[src/rtl/otter_pipe_pkg.sv]
// Shared types and constants for the OTTER pipeline control logic.
package otter_pipe_pkg;

    typedef enum logic [1:0] {
        IDLE,
        D_REFILL,
        I_REFILL
    } refill_state_t;

    localparam logic [4:0] REG_X0 = 5'd0;

    // True when the load in E writes a register the instruction in D reads.
    function automatic logic load_use(
        input logic       mem_read,
        input logic [4:0] rd,
        input logic [4:0] rs1,
        input logic [4:0] rs2
    );
        return mem_read && (rd != REG_X0) && ((rd == rs1) || (rd == rs2));
    endfunction

endpackage

[src/rtl/pipeline_hazard_ctrl.sv]
// Stall/flush controller for the 5-stage OTTER pipeline: load-use, branch
// flush and cache-miss handling with a single shared refill port.
module pipeline_hazard_ctrl
    import otter_pipe_pkg::*;
#(
    parameter int unsigned CNT_W = 32
) (
    input  logic             CLK,
    input  logic             RST,
    input  logic [4:0]       rs1_addr_D,
    input  logic [4:0]       rs2_addr_D,
    input  logic [4:0]       rd_E,
    input  logic             memRead2_E,
    input  logic             pc_src_E,
    input  logic             imem_miss,
    input  logic             dmem_miss,
    input  logic             refill_done,
    output logic             refill_req,
    output logic             refill_sel,
    output logic             stall_F,
    output logic             stall_D,
    output logic             stall_E,
    output logic             stall_M,
    output logic             flush_D,
    output logic             flush_E,
    output logic [CNT_W-1:0] stall_cycles
);

    refill_state_t state;
    refill_state_t state_next;
    logic          lu;
    logic          br;

    assign lu = load_use(memRead2_E, rd_E, rs1_addr_D, rs2_addr_D);
    assign br = pc_src_E;

    always_ff @(posedge CLK) begin
        if (RST) begin
            state <= IDLE;
        end else begin
            state <= state_next;
        end
    end

    // A D refill hands straight over to a pending I refill unless E holds
    // a taken branch, in which case the fetch is wrong-path anyway.
    always_comb begin
        state_next = state;
        case (state)
            IDLE: begin
                if (dmem_miss) begin
                    state_next = D_REFILL;
                end else if (!br && imem_miss) begin
                    state_next = I_REFILL;
                end
            end
            D_REFILL: begin
                if (refill_done) begin
                    state_next = (imem_miss && !br) ? I_REFILL : IDLE;
                end
            end
            I_REFILL: begin
                if (refill_done) begin
                    state_next = IDLE;
                end
            end
            default: state_next = IDLE;
        endcase
    end

    // Flushes are never raised during a refill: they override stalls in the
    // pipeline registers and would destroy the held instructions.
    always_comb begin
        stall_F    = 1'b0;
        stall_D    = 1'b0;
        stall_E    = 1'b0;
        stall_M    = 1'b0;
        flush_D    = 1'b0;
        flush_E    = 1'b0;
        refill_req = 1'b0;
        refill_sel = 1'b0;
        if (RST) begin
            flush_D = 1'b1;
            flush_E = 1'b1;
        end else begin
            case (state)
                IDLE: begin
                    if (dmem_miss || (!br && imem_miss)) begin
                        stall_F = 1'b1;
                        stall_D = 1'b1;
                        stall_E = 1'b1;
                        stall_M = 1'b1;
                    end else if (br) begin
                        flush_D = 1'b1;
                        flush_E = 1'b1;
                    end else if (lu) begin
                        stall_F = 1'b1;
                        stall_D = 1'b1;
                        flush_E = 1'b1;
                    end
                end
                D_REFILL, I_REFILL: begin
                    stall_F    = 1'b1;
                    stall_D    = 1'b1;
                    stall_E    = 1'b1;
                    stall_M    = 1'b1;
                    refill_req = 1'b1;
                    refill_sel = (state == D_REFILL);
                end
                default: begin
                    stall_F = 1'b0;
                end
            endcase
        end
    end

    // Saturating count of fetch-stall cycles.
    always_ff @(posedge CLK) begin
        if (RST) begin
            stall_cycles <= '0;
        end else if (stall_F && (stall_cycles != {CNT_W{1'b1}})) begin
            stall_cycles <= stall_cycles + CNT_W'(1);
        end
    end

endmodule

[config.mk]
export PLATFORM = sky130hd
export DESIGN_NAME = pipeline_hazard_ctrl
export DESIGN_NICKNAME = d
export VERILOG_FILES = /design/src/rtl/otter_pipe_pkg.sv /design/src/rtl/pipeline_hazard_ctrl.sv
export SDC_FILE = /design/constraint.sdc
export NUM_CORES = 1
export LEC_CHECK = 0
export CAP_MARGIN = 20
export CELL_PAD_IN_SITES_DETAIL_PLACEMENT = 1
export CELL_PAD_IN_SITES_GLOBAL_PLACEMENT = 1
export CORE_MARGIN = 2
export CORE_UTILIZATION = 32
export CTS_BUF_LIST = sky130_fd_sc_hd__clkbuf_4 sky130_fd_sc_hd__clkbuf_8
export CTS_CLUSTER_SIZE = 25
export DETAILED_ROUTE_END_ITERATION = 10
export GPL_ROUTABILITY_DRIVEN = 0
export GPL_TIMING_DRIVEN = 0
export PLACE_DENSITY = 0.8
export SYNTH_ARGS = -nofsm -noshare
export SYNTH_HDL_FRONTEND = slang
export SYNTH_SLANG_ARGS = --single-unit
[constraint.sdc]
create_clock -name CLK -period 2.3 [get_ports CLK]
set_input_delay 0.345 -clock CLK [delete_from_list [all_inputs] [get_ports CLK]]
set_output_delay 0.345 -clock CLK [all_outputs]
set_load 0.005 [all_outputs]
== After elaboration in Yosys (flattened, before gate mapping) ==
Index checks and enable logic that the tools add are counted.

* Add/subtract/negate cells: 1
* Equality and inequality tests: 8
* Muxes and demuxes: 26
* Reduce and logical (&&, ||, !) cells: 11

{| class="wikitable"
|+ Operators with widths
! cell !! number
|-
| $add 32x1->32 const B || 1
|-
| $ne 32x32->1 const B || 1
|-
| $mux 1 || 18
|-
| $eq 5x5->1 || 2
|-
| $mux 2 || 5
|-
| $pmux 2 s3 || 1
|-
| $reduce_bool 5->1 || 1
|-
| $logic_and 1x1->1 || 4
|-
| $ne 2x2->1 const B || 2
|-
| $pmux 1 s2 || 2
|-
| $ne 3x3->1 const B || 1
|-
| $reduce_and 3->1 || 1
|-
| $eq 2x1->1 const B || 1
|-
| $eq 2x2->1 const B || 1
|-
| $logic_not 2->1 || 1
|-
| $logic_or 1x1->1 || 2
|-
| $reduce_or 2->1 || 1
|-
| $logic_not 1->1 || 1
|}

* Register bits after elaboration: 34
* Input bits: 22
* Output and inout port bits: 40

== Depth between registers and ports, before layout ==
* Word-level depth: 9
* Depth in mapped cells: 10

== Worst setup path after synthesis ==
OpenSTA, ideal clock, no wires.

* Path type: register to register
* Start point: register state[0]
* End point: register stall_cycles[21]
* Library setup time: 0.121 ns
* Arrival: 2.250 ns
* Required time: 2.179 ns
* Slack: -0.070 ns
* Stages on the path, launching flop included: 9
* Buffers on the path: 0
* Period minus slack after synthesis: 2.370 ns
* Cells stage by stage: dfxtp_1 inv_1 ha_1 nor2_1 a2111oi_4 or2_4 o211ai_4 nor4b_1 mux2_2

* Word-level cells in the longest chain between the ends: 5
* Elaborated cells between the ends (all ways): 7

{| class="wikitable"
|+ Ends and longest elaborated chain
! item !! line !! RTL
|-
| start, declared || pipeline_hazard_ctrl.sv:29 || <nowiki>refill_state_t state;</nowiki>
|-
| start signal, assigned || pipeline_hazard_ctrl.sv:41 || <nowiki>state <= state_next;</nowiki>
|-
| $eq 2x1->1 / $eq 2x2->1 (equally long branches) || pipeline_hazard_ctrl.sv:86 || <nowiki>case (state)</nowiki>
|-
| $reduce_or 2->1 || pipeline_hazard_ctrl.sv:86 ||
|-
| $pmux 1 s2 * || pipeline_hazard_ctrl.sv:86 ||
|-
| $mux 1 * || pipeline_hazard_ctrl.sv:82 || <nowiki>if (RST) begin</nowiki>
|-
| $logic_and 1x1->1 * || pipeline_hazard_ctrl.sv:121 || <nowiki>end else if (stall_F && (stall_cycles != {CNT_W{1'b1}})) begin</nowiki>
|-
| end signal, assigned || pipeline_hazard_ctrl.sv:122 || <nowiki>stall_cycles <= stall_cycles + CNT_W'(1);</nowiki>
|-
| end, declared || pipeline_hazard_ctrl.sv:26 || <nowiki>output logic [CNT_W-1:0] stall_cycles</nowiki>
|}

Every way passes the cells marked *; elsewhere a longest branch is shown, timed or not.
A chain may end at the register's enable or synchronous reset.

== Final worst setup path ==
* Start point: register state[0]
* End point: register stall_cycles[2]

Same word-level chain as after synthesis.

==> impl_metrics.env <==
export IMPL_status="complete, but fails checks"
export IMPL_violations="negative setup slack"
export IMPL_synth_seq_cells=34
export IMPL_min_period_over_period_pct=106
export IMPL_critPathRequiredTime_ps=2520
export IMPL_cts_sinks=34
export IMPL_yosys_warnings=0
export IMPL_drv_cap=0
export IMPL_grt_max_degree=13
export IMPL_path_delay_family="buffers and inverters"
export IMPL_post_dp_cell_area_mm2=0.00278
export IMPL_grt_pass1_wl_um=11800
export IMPL_die_area_mm2=0.00711
export IMPL_syn_avg_cell_area_um2=8.32
export IMPL_clock_root_buffer="clkbuf_8"
export IMPL_drive_gt1_share_pct=30.2
export IMPL_fin_skew_ps=10.4
export IMPL_path_buf_inv=5
export IMPL_end_kind="register"
export IMPL_ctsLongestPathBuffers=2
export IMPL_cts_buffers=5
export IMPL_clock_fmax_mhz=412
export IMPL_ant_nets=0
export IMPL_regArea_um2=686
export IMPL_layout_nets=367
export IMPL_ios=62
export IMPL_cts_tree="built"
export IMPL_path_clk_slew_ps=80
export IMPL_dpl_worst_slack_ps=-989
export IMPL_final_common_cell="clkdlybuf4s50_1"
export IMPL_ir_worst_vdd_v=0.000335
export IMPL_worst_path_max_fanout=5
export IMPL_yosysUniqueCellTypes=49
export IMPL_path_cells="inv_2 > ha_4 > nor2_4 > a2111oi_4 > buf_4 > buf_6 > or2_4 > o211ai_4 > buf_12 > buf_16 > or3_1 > a21oi_1"
export IMPL_h_tree_depth=2
export IMPL_antenna_found_initial=0
export IMPL_synth_ff_type="dfxtp_1"
export IMPL_route_vias_total=2308
export IMPL_layout_setup_ws_ps=-127
export IMPL_setup_viol=20
export IMPL_num_fill_cells=707
export IMPL_cp_arrival_ps=2650
export IMPL_worst_slew_pin_slew_ps=624
export IMPL_clock_latency_ps=300
export IMPL_period_needed_ps=2430
export IMPL_maxSlewViolCount=0
export IMPL_finalWirelength_um=7460
export IMPL_viasPerCell=5.52
export IMPL_die_y_um=84.3
export IMPL_synth_edff_count=0
export IMPL_async_flop_share_pct=0
export IMPL_wire_per_inst_um=17.8
export IMPL_hold_violations=0
export IMPL_leakagePower_uw=0.00120
export IMPL_core_mm2=0.00628
export IMPL_hpwlAfterDp_um=4540
export IMPL_syn_nets=275
export IMPL_slew_headroom_pct=58.4
export IMPL_grt_usage_pct=20.5
export IMPL_hold_path_class="reg2reg"
export IMPL_area_growth_pct=67.8
export IMPL_layout_common_cells="50 x clkdlybuf4s50_1, 30 x dfxtp_1, 22 x a21oi_1"
export IMPL_synthCells=248
export IMPL_die_x_um=84.3
export IMPL_grt_pass1_vias=2449
export IMPL_n_antenna_cell=0
export IMPL_worst_path_largest_cell_delay_ps=370
export IMPL_crit_path_start_kind="register"
export IMPL_power_density_mw_per_mm2=500
export IMPL_rsz0062_at_grt="yes"
export IMPL_drt_pass1_iterations=4
export IMPL_yosysSeqAreaShare_pct=33.0
export IMPL_rrSetupSlack_ps=-130
export IMPL_first_iter_violations=130
export IMPL_hold_buffers=0
export IMPL_overflow=0
export IMPL_initial_core_util_pct=32.9
export IMPL_multiInputGateArea_mm2=0.00152
export IMPL_numPortBuffers=61
export IMPL_hold_ws_ps=509
export IMPL_row_count=29
export IMPL_path_class="reg2reg"
export IMPL_power_uw=1730
export IMPL_drc=0
export IMPL_slowest_stage="dfxtp_2"
export IMPL_fin_area_mm2=0.00346
export IMPL_synth_area_mm2=0.00206
final cells by class:
cell class	instances	share of cell area [%]
repair buffers	86	25.9
clock buffers	5	1.99
clock inverters	3	1.99
flip-flops and latches	34	19.8
plain buffers	11	2.78
inverters	8	0.867
well taps	77	2.78
multi-input cells	194	43.9
cells by family after synthesis:
| logic type | Yosys count | synth area share, % |
|---|---|---|
| AO/OA/AOI/OAI | 71 | 21.8 |
| XOR/XNOR | 11 | 4.67 |
| adder cells (fa/ha/maj) | 5 | 3.03 |
| buffers and inverters | 21 | 6.36 |
| flip-flops | 34 | 33.0 |
| multiplexers | 2 | 1.03 |
| AND/OR/NAND/NOR | 104 | 30.1 |
state kept, by name, summed over array words and instances (netlist names):
register      flops
stall_cycles     32
state             2
metal layers:
layer,track usage [%],vias to the layer above,routed length [µm]
met3,5.51,12,398
met2,37.2,69,3820
li1,-,1113,-
met4,6.16,0,140
met1,23.4,1114,3100
met5,0,-,0
report_power, final:
| group | total [µW] | internal [µW] | switching [µW] |
|---|---|---|---|
| Sequential | 605 | 595 | 9.62 |
| Combinational | 443 | 249 | 194 |
| Clock | 683 | 435 | 248 |
worst paths after layout:
kind / from / end / cells after the start
setup / recovery: state[0] / stall_cycles[2] / 12
hold / removal: stall_cycles[26] / stall_cycles[26] / 2
setup reg to reg: state[0] / stall_cycles[2] / 12
hold reg to reg: stall_cycles[26] / stall_cycles[26] / 2
cell usage after synthesis, types with 2 or more instances:
master    count  area [µm²]
a21o_1        2        15.0
nand3_1      13        65.1
inv_1         8        30.0
or4_1         8        60.1
buf_6         2        22.5
a21oi_1      29         145
nand4_1       8        50.1
o31ai_1       8        60.1
and4_1        3        26.3
nand2_1      19        71.3
nor2_1       11        41.3
nor3_2        2        20.0
o21bai_1      2        15.0
xnor2_1      10        87.6
clkbuf_1      4        15.0
nor4b_1       2        17.5
or3_1        20         125
o21ai_0      21         105
and3_1        4        25.0
ha_1          5        62.6
or3_2         2        15.0
buf_4         2        15.0
dfxtp_1      34         681
nor2b_1       4        25.0
metrics by stage:
step / TNS (ps) / cells / utilization [%]
detailed placement: -15010 / 386 / 44.3
global placement: -14020 / 386 / 44.3
finish: -1610 / 418 / 55.2
global route: -4000 / 418 / 55.2
floorplan: 0 / 248 / -
CTS: -1530 / 415 / 53.3
repair_timing:
item                       CTS  global route
gates cloned                 5             0
pin swaps                   45            19
buffers inserted            18             5
resized for setup           73            35
setup endpoints to repair   38            34
tightest hold or removal path, stage by stage (launching register included):
cell and delay [ps]:
dfxtp_1 340, o31ai_1 70, a21oi_1 60
Note: power is estimated with default switching activity, not from simulation.
